**src/rtl/pipe_stage_chain.sv**
```systemverilog
// pipe_stage_chain: parametrised pipeline register chain with central per-stage normal/stall/bubble control
module pipe_stage_chain #(
  parameter int STAGES   = 5,
  parameter int W        = 64,
  parameter int COLLAPSE = 1,
  parameter int CNT_W    = 32
) (
  input  logic                clk,
  input  logic                reset,
  input  logic                in_valid,
  input  logic [W-1:0]        in_data,
  output logic                in_ready,
  input  logic [STAGES-1:0]   stall_req,
  input  logic [STAGES-1:0]   flush_req,
  input  logic [STAGES*W-1:0] xform,
  output logic [STAGES-1:0]   stage_valid,
  output logic [STAGES*W-1:0] stage_data,
  output logic [2*STAGES-1:0] stage_stat,
  output logic                retire_valid,
  output logic [W-1:0]        retire_data,
  output logic [CNT_W-1:0]    retire_cnt,
  output logic [CNT_W-1:0]    bubble_cnt
);
  localparam logic [1:0] NORMAL = 2'd0, STALL = 2'd1, BUBBLE = 2'd2;
  logic [STAGES-1:0] valid, hold, kill, valid_n;
  logic [STAGES-1:0][W-1:0] data, data_n, xf;
  logic [STAGES-1:0][1:0] stat;
  logic unused_xf;
  assign xf = xform;
  assign unused_xf = ^xf[STAGES-1];
  assign stage_valid = valid;
  assign stage_data = data;
  assign stage_stat = stat;
  assign retire_valid = valid[STAGES-1] & ~stall_req[STAGES-1] & ~reset;
  assign retire_data = data[STAGES-1];
  assign in_ready = ~reset & ~hold[0] & ~(|flush_req);
  // hold ripples from the oldest stage down; kill covers everything younger than the oldest flusher
  always_comb begin
    hold = '0;
    kill = '0;
    hold[STAGES-1] = valid[STAGES-1] & stall_req[STAGES-1];
    for (int k = STAGES-2; k >= 0; k--) begin
      hold[k] = (stall_req[k] | hold[k+1]) & (valid[k] | (COLLAPSE == 0));
      kill[k] = kill[k+1] | flush_req[k+1];
    end
  end
  always_comb begin
    valid_n = '0;
    data_n = '0;
    stat = {STAGES{BUBBLE}};
    if (in_valid & in_ready) begin
      valid_n[0] = 1'b1;
      data_n[0] = in_data;
      stat[0] = NORMAL;
    end else if (~kill[0] & hold[0]) begin
      valid_n[0] = valid[0];
      data_n[0] = data[0];
      stat[0] = STALL;
    end
    for (int k = 1; k < STAGES; k++) begin
      if (~kill[k] & hold[k]) begin
        valid_n[k] = valid[k];
        data_n[k] = data[k];
        stat[k] = STALL;
      end else if (valid[k-1] & ~hold[k-1] & ~kill[k-1]) begin
        valid_n[k] = 1'b1;
        data_n[k] = xf[k-1];
        stat[k] = NORMAL;
      end
    end
    if (reset) stat = {STAGES{BUBBLE}};
  end
  always_ff @(posedge clk) begin
    if (reset) begin
      valid <= '0;
      data <= '0;
      retire_cnt <= '0;
      bubble_cnt <= '0;
    end else begin
      valid <= valid_n;
      data <= data_n;
      retire_cnt <= retire_cnt + CNT_W'(retire_valid);
      bubble_cnt <= bubble_cnt + CNT_W'(!retire_valid);
    end
  end
endmodule

```
**config.mk**
```make
export PLATFORM = sky130hd
export DESIGN_NAME = pipe_stage_chain
export DESIGN_NICKNAME = d
export VERILOG_FILES = /design/src/rtl/pipe_stage_chain.sv
export SDC_FILE = /design/constraint.sdc
export NUM_CORES = 1
export LEC_CHECK = 0
export ABC_CLOCK_PERIOD_IN_PS = 2600
export CORE_AREA = 2 2 336 338
export DETAILED_ROUTE_END_ITERATION = 10
export DIE_AREA = 0 0 338 340
export MAX_ROUTING_LAYER = met4
export SLEW_MARGIN = 15
export SYNTH_ARGS = -nofsm -noshare
export SYNTH_HDL_FRONTEND = slang
export SYNTH_SLANG_ARGS = --single-unit
```
**constraint.sdc**
```tcl
create_clock -name clk -period 2.6 [get_ports clk]
set_input_delay 0.52 -clock clk [delete_from_list [all_inputs] [get_ports clk]]
set_output_delay 0.52 -clock clk [all_outputs]
set_load 0.005 [all_outputs]
```
# == Word level (Yosys, flattened, before mapping) ==
# Cells that the tools add are included.
# totals
regBits,389
inputBits,397
output_inout_bits,465
# classes
n_addsub,2
n_eq_ne,1
mux,23
bitwise_logic,40
reduce_logical,2
# ops
cell,count
64-bit 2-to-1 mux,6
32-bit by 1-bit adder with 32-bit output,2
1-bit AND,22
2-bit 2-to-1 mux,10
1-bit inverter,11
10-bit 2-to-1 mux,1
1-bit bitwise OR,7
1-bit 2-to-1 mux,6
5-bit OR reduction,1
"2-bit != test, second input constant",1
1-bit zero test,1

# == Logic depth before layout (Yosys ltp) ==
# depth
ltp_word,15
depth_mapped,10
mapped_depth_nobuf,8

# == Least setup slack after synthesis ==
# OpenSTA, ideal clock, no wires.
# synth_timing
path_type,input port to flip-flop
start,input reset
end,register retire_cnt[21]
setup_ps,70
arrival_time_ps,2606
t_required_ps,2530
slack_ps,-77
cell_stages,9
n_path_buf,2
cell_sequence,or3b_2 -> inv_1 -> ha_1 -> nand3_1 -> or4_1 -> clkbuf_1 -> buf_2 -> or3_1 -> a21oi_1
# synth_via
elab_chain_len,3
# synth_lines
item,line_no,rtl
from (decl),9,"input logic reset,"
1-bit inverter,34,assign retire_valid = valid[STAGES-1] & ~stall_req[STAGES-1] & ~reset;
1-bit AND,34,
net retire_valid,19,"output logic retire_valid,"
32-bit by 1-bit adder with 32-bit output,82,retire_cnt <= retire_cnt + CNT_W'(retire_valid);
to (signal assigned),82,
to (decl),21,"output logic [CNT_W-1:0] retire_cnt,"
# The timed path passes the listed nets, and every way through them passes these cells.
# A chain may end at the register's enable or synchronous reset.

# == Worst setup path after layout ==
# layout_timing
start,"register valid[4], in the netlist stage_valid[4]"
end,output stage_stat[9]
# layout_via
elab_chain_len,9
# layout_lines
item,line_no,rtl
from (decl),25,"logic [STAGES-1:0] valid, hold, kill, valid_n;"
from (signal assigned),80,valid <= valid_n;
1-bit AND (*),41,hold[STAGES-1] = valid[STAGES-1] & stall_req[STAGES-1];
1-bit bitwise OR,43,hold[k] = (stall_req[k] | hold[k+1]) & (valid[k] | (COLLAPSE == 0));
1-bit AND,43,
1-bit inverter,65,end else if (valid[k-1] & ~hold[k-1] & ~kill[k-1]) begin
1-bit AND (2 in series),65,
2-bit 2-to-1 mux,65,
2-bit 2-to-1 mux (*),61,if (~kill[k] & hold[k]) begin
10-bit 2-to-1 mux (*),71,if (reset) stat = {STAGES{BUBBLE}};
to (decl),18,"output logic [2*STAGES-1:0] stage_stat,"
# Every way passes the cells marked *; elsewhere a longest branch is shown, timed or not.

==> summary.md <==
| Metric | Value |
|---|---|
| Post-route cell area | 24900 um2 |
| Pin count of the biggest net entering global routing | 66 |
| Crit-path most repeated cell | buf_6 |
| ANT nets after route | 0 |
| DR WL/cell | 23.0 um |
| Outcome | complete, but fails checks |
| CTS buffer count | 50 |
| Area of the mapped netlist | 13400 um2 |
| Die width | 338 um |
| Initial Util | 12.0% |
| Post-Synthesis Cells | 1171 |
| Gate power share | 4.5% |
| Synth-to-Final Area Change | 86.5% |
| CP cell instances | buf_6, a21o_4, buf_4, nor4_4, buf_12, or2_4, inv_2, buf_6 |
| Number of global-route vias before repair | 12700 |
| Tot Pwr | 14.3 mW |
| Dominant synthesized flop cell | dfxtp_1 |
| Core area | 112000 um2 |
| CP Launch Type | register |
| Failing checks | setup timing |
| Sequential share of power | 41.7% |
| Post-Place Setup Slack | -0.668 ns |
| CTS tree | built |
| CTS H-tree depth | 2 |
| LEAKAGE | 8.64 nW |
| Ports | 862 |
| CP Launch Point | stage_valid[4]$_SDFFE_PP0N_ |
| Final Util | 22.4% |
| Worst vdd rail ir drop | 0.000432 V |
| GPL Wtd Cong | 0.820 |
| Slowest stage delay, CP | 0.33 ns |
| NetSw | 3.12 mW |
| Clock Skew | 0.0351 ns |
| Syn Area/Cell | 11.4 um2 |
| Slowest-stage cell, CP | dfxtp_2 |
| Final number of hold-violating endpoints | 0 |
| Dpl hpwl | 64.4 mm |
| Slew at the pin closest to its max-slew limit | 0.825 ns |
| Worst min path class | register to register |
| Max-cap check violation count | 0 |
| Clk buf depth | 3 |
| Headroom to the max-slew limit | 45.0% |
| Critical path endpoint | stage_stat[9] |
| Worst reg2reg path depth | 8 |
| Power per standard cell area | 574 nW/um2 |
| DRT iter0 DRCs | 658 |
| Yosys reg bits | 389 |
| Ys async rst share | 0% |
| Post-Layout Cell Count | 3479 |
| Initial antenna violation count | 50 |
| Worst skew pair latency | 0.62 ns |
| Final setup TNS | -0.0444 ns |
| Crit path kind | register to output port |
| Via Count | 12900 |
| Crit path capture type | output port |
| # DRC | 0 |
| Critical path required time | 2.08 ns |
| Synthesized Nets | 1572 |
| Int Pwr | 11.2 mW |
| Layout cells sized above 1 | 10.6% |
| Launching point of the worst reg2reg path | stage_valid[4]$_SDFFE_PP0N_ |
| Vias per cell | 3.70 |
| Seq/Total Area, Yosys | 58.2% |
| Largest cells by area after synthesis | dfxtp_1 (58%), a22o_1 (17%), a32o_1 (4.9%), buf_4 (3.6%), clkbuf_1 (2.0%) |
| Switching share of power | 21.8% |
| Number of cell rows | 123 |
| Register-to-register setup slack | 0.09 ns |
| Worst hold margin | 0.473 ns |
| Tot GR Track Use | 13.7% |
| YS warnings | 0 |
| Clock sinks | 389 |
| Synth top area share | 58.2% |
| Drt pass-1 iters | 4 |
| RR Endpoint | bubble_cnt[18]$_SDFF_PP0_ |
| Fmax | 382 MHz |
| Clock power share | 53.7% |
| RSZ-0062 raised after global routing | true |
| Final Setup Violations | 3 |
| Cell accounting for the most synthesized area | dfxtp_1 |
| Post-synth EDFFs | 0 |
| Clk root buf | clkbuf_16 |
| Post-layout min period | 2.62 ns |
| Port bufs | 797 |
| Netlist cell types | 42 |
| Worst Path Arrival | 2.10 ns |
| Final WS setup | -0.0172 ns |
| Final Max Slew Viols | 0 |
| Die extent in y | 340 um |
| First-pass GRT wire length | 105 mm |
| Placed Instances | 3366 |
| Peak fanout along the critical path | 4 |
| WL final | 79.9 mm |
| Period utilization | 101% |
| GRT Residual Overflow | 0 |
| Placed Area | 22900 um2 |
| Clock Pin Slew Worst Setup and Hold Paths | 0.06 ns |
| Die area | 115000 um2 |
| Final nets | 2329 |
-- synthesized netlist by cell type, drive strengths merged, types with 2 or more instances --
library cell    n
or2             5
a21oi          43
and2            3
or4            24
nand2          23
clkbuf         72
nand3          21
ha              4
nor4            4
a32o           65
xor2            8
or3            18
o2bb2ai         2
o31ai          20
inv            13
nand4          20
buf            88
and3            3
xnor2          13
dfxtp         389
nor2           27
and3b           2
nor2b           7
o21ai          18
and4            6
nor3            7
a22o          253
a21o            5
-- critical path, delay by kind of cell, from the launching register on --
kind / cells / cell delay (ns)
buffers and inverters: 5 / 0.58
flip-flops: 1 / 0.33
AND/OR/NAND/NOR: 2 / 0.30
AO/OA/AOI/OAI: 1 / 0.26
-- layer usage --
| layer | vias up | part of all wire [%] | GRT usage (%) |
|---|---|---|---|
| met1 | 6137 | 38 | 14.2 |
| met3 | 146 | 14 | 8.31 |
| met4 | 0 | 2.7 | 3.49 |
| met2 | 649 | 46 | 21.7 |
| met5 | - | 0 | - |
| li1 | 5957 | - | - |
-- logic make-up (layout without fill, tap and decap cells) --
family,after synthesis,after routing,share of synthesized area [%]
compound gates,409,409,25.5
flops,389,389,58.2
simple gates,174,174,7.51
buf+inv,174,971,7.04
xor+xnor,21,21,1.38
fa+ha+maj,4,4,0.374
other cells,0,11,0
-- layout make-up --
class	count	area (um2)
Antenna cell	11	27.5
Clock buffer	67	1430
Clock inverter	25	377
Fill cell	11900	86600
Inverter	13	48.8
Multi-Input combinational cell	608	4820
Sequential cell	389	7790
Tap cell	1500	1880
Timing Repair Buffer	866	8570
-- worst min-delay path by stage --
stage	start	endpoint	cells after the start
global route	xform[94]	stage_data[158]$_SDFFE_PP0N_	2
global placement	stage_data[192]$_SDFFE_PP0N_	stage_data[192]$_SDFFE_PP0N_	1
floorplan	stage_data[51]$_SDFFE_PP0P_	stage_data[51]$_SDFFE_PP0P_	1
CTS	in_data[19]	stage_data[19]$_SDFFE_PP0P_	2
detailed placement	stage_data[197]$_SDFFE_PP0N_	stage_data[197]$_SDFFE_PP0N_	1
finish	stage_data[200]$_SDFFE_PP0N_	stage_data[200]$_SDFFE_PP0N_	1
-- timing repair --
item,in CTS,in global routing
hold buffers,0,0
resized for setup,71,15
setup endpoints to repair,14,18
setup buffers,8,3
pin swaps,11,4
-- power by group through the flow --
stage	clock network (mW)	registers (mW)	logic, mW
finish	7.69	5.97	0.647
global route	8.19	5.97	0.686
CTS	7.99	5.97	0.653
detailed placement	0	6.10	0.645
global placement	0	6.10	0.641
floorplan	0	6.10	0.0463
-- sequential cells by signal (all words and copies together) (netlist names) --
signal,cells
retire_data,64
stage_valid,5
retire_cnt,32
stage_data,256
bubble_cnt,32
-- cells in the final DEF (no fill, tap or decap), types with 3 or more instances in the layout --
| cell type | instances |
|---|---|
| a32o_1 | 65 |
| nand4_1 | 19 |
| dfxtp_1 | 387 |
| nor4_1 | 3 |
| o21ai_0 | 18 |
| clkinvlp_4 | 3 |
| clkbuf_1 | 7 |
| clkbuf_8 | 9 |
| buf_6 | 12 |
| a21oi_1 | 37 |
| buf_4 | 56 |
| or2_2 | 4 |
| nor2_4 | 3 |
| buf_12 | 5 |
| nand2_1 | 22 |
| inv_1 | 11 |
| nor3_1 | 6 |
| xnor2_1 | 13 |
| a21o_4 | 3 |
| a21oi_2 | 5 |
| or4_1 | 23 |
| diode_2 | 11 |
| nand3_1 | 20 |
| nor2_1 | 22 |
| clkbuf_16 | 51 |
| buf_2 | 5 |
| nor2b_1 | 5 |
| clkinv_2 | 8 |
| a22o_1 | 253 |
| xor2_1 | 8 |
| clkdlybuf4s50_1 | 783 |
| and4_1 | 6 |
| o31ai_1 | 20 |
| bufinv_16 | 9 |
| inv_6 | 4 |
| or3_1 | 17 |
(Power assumes the default switching activity.)
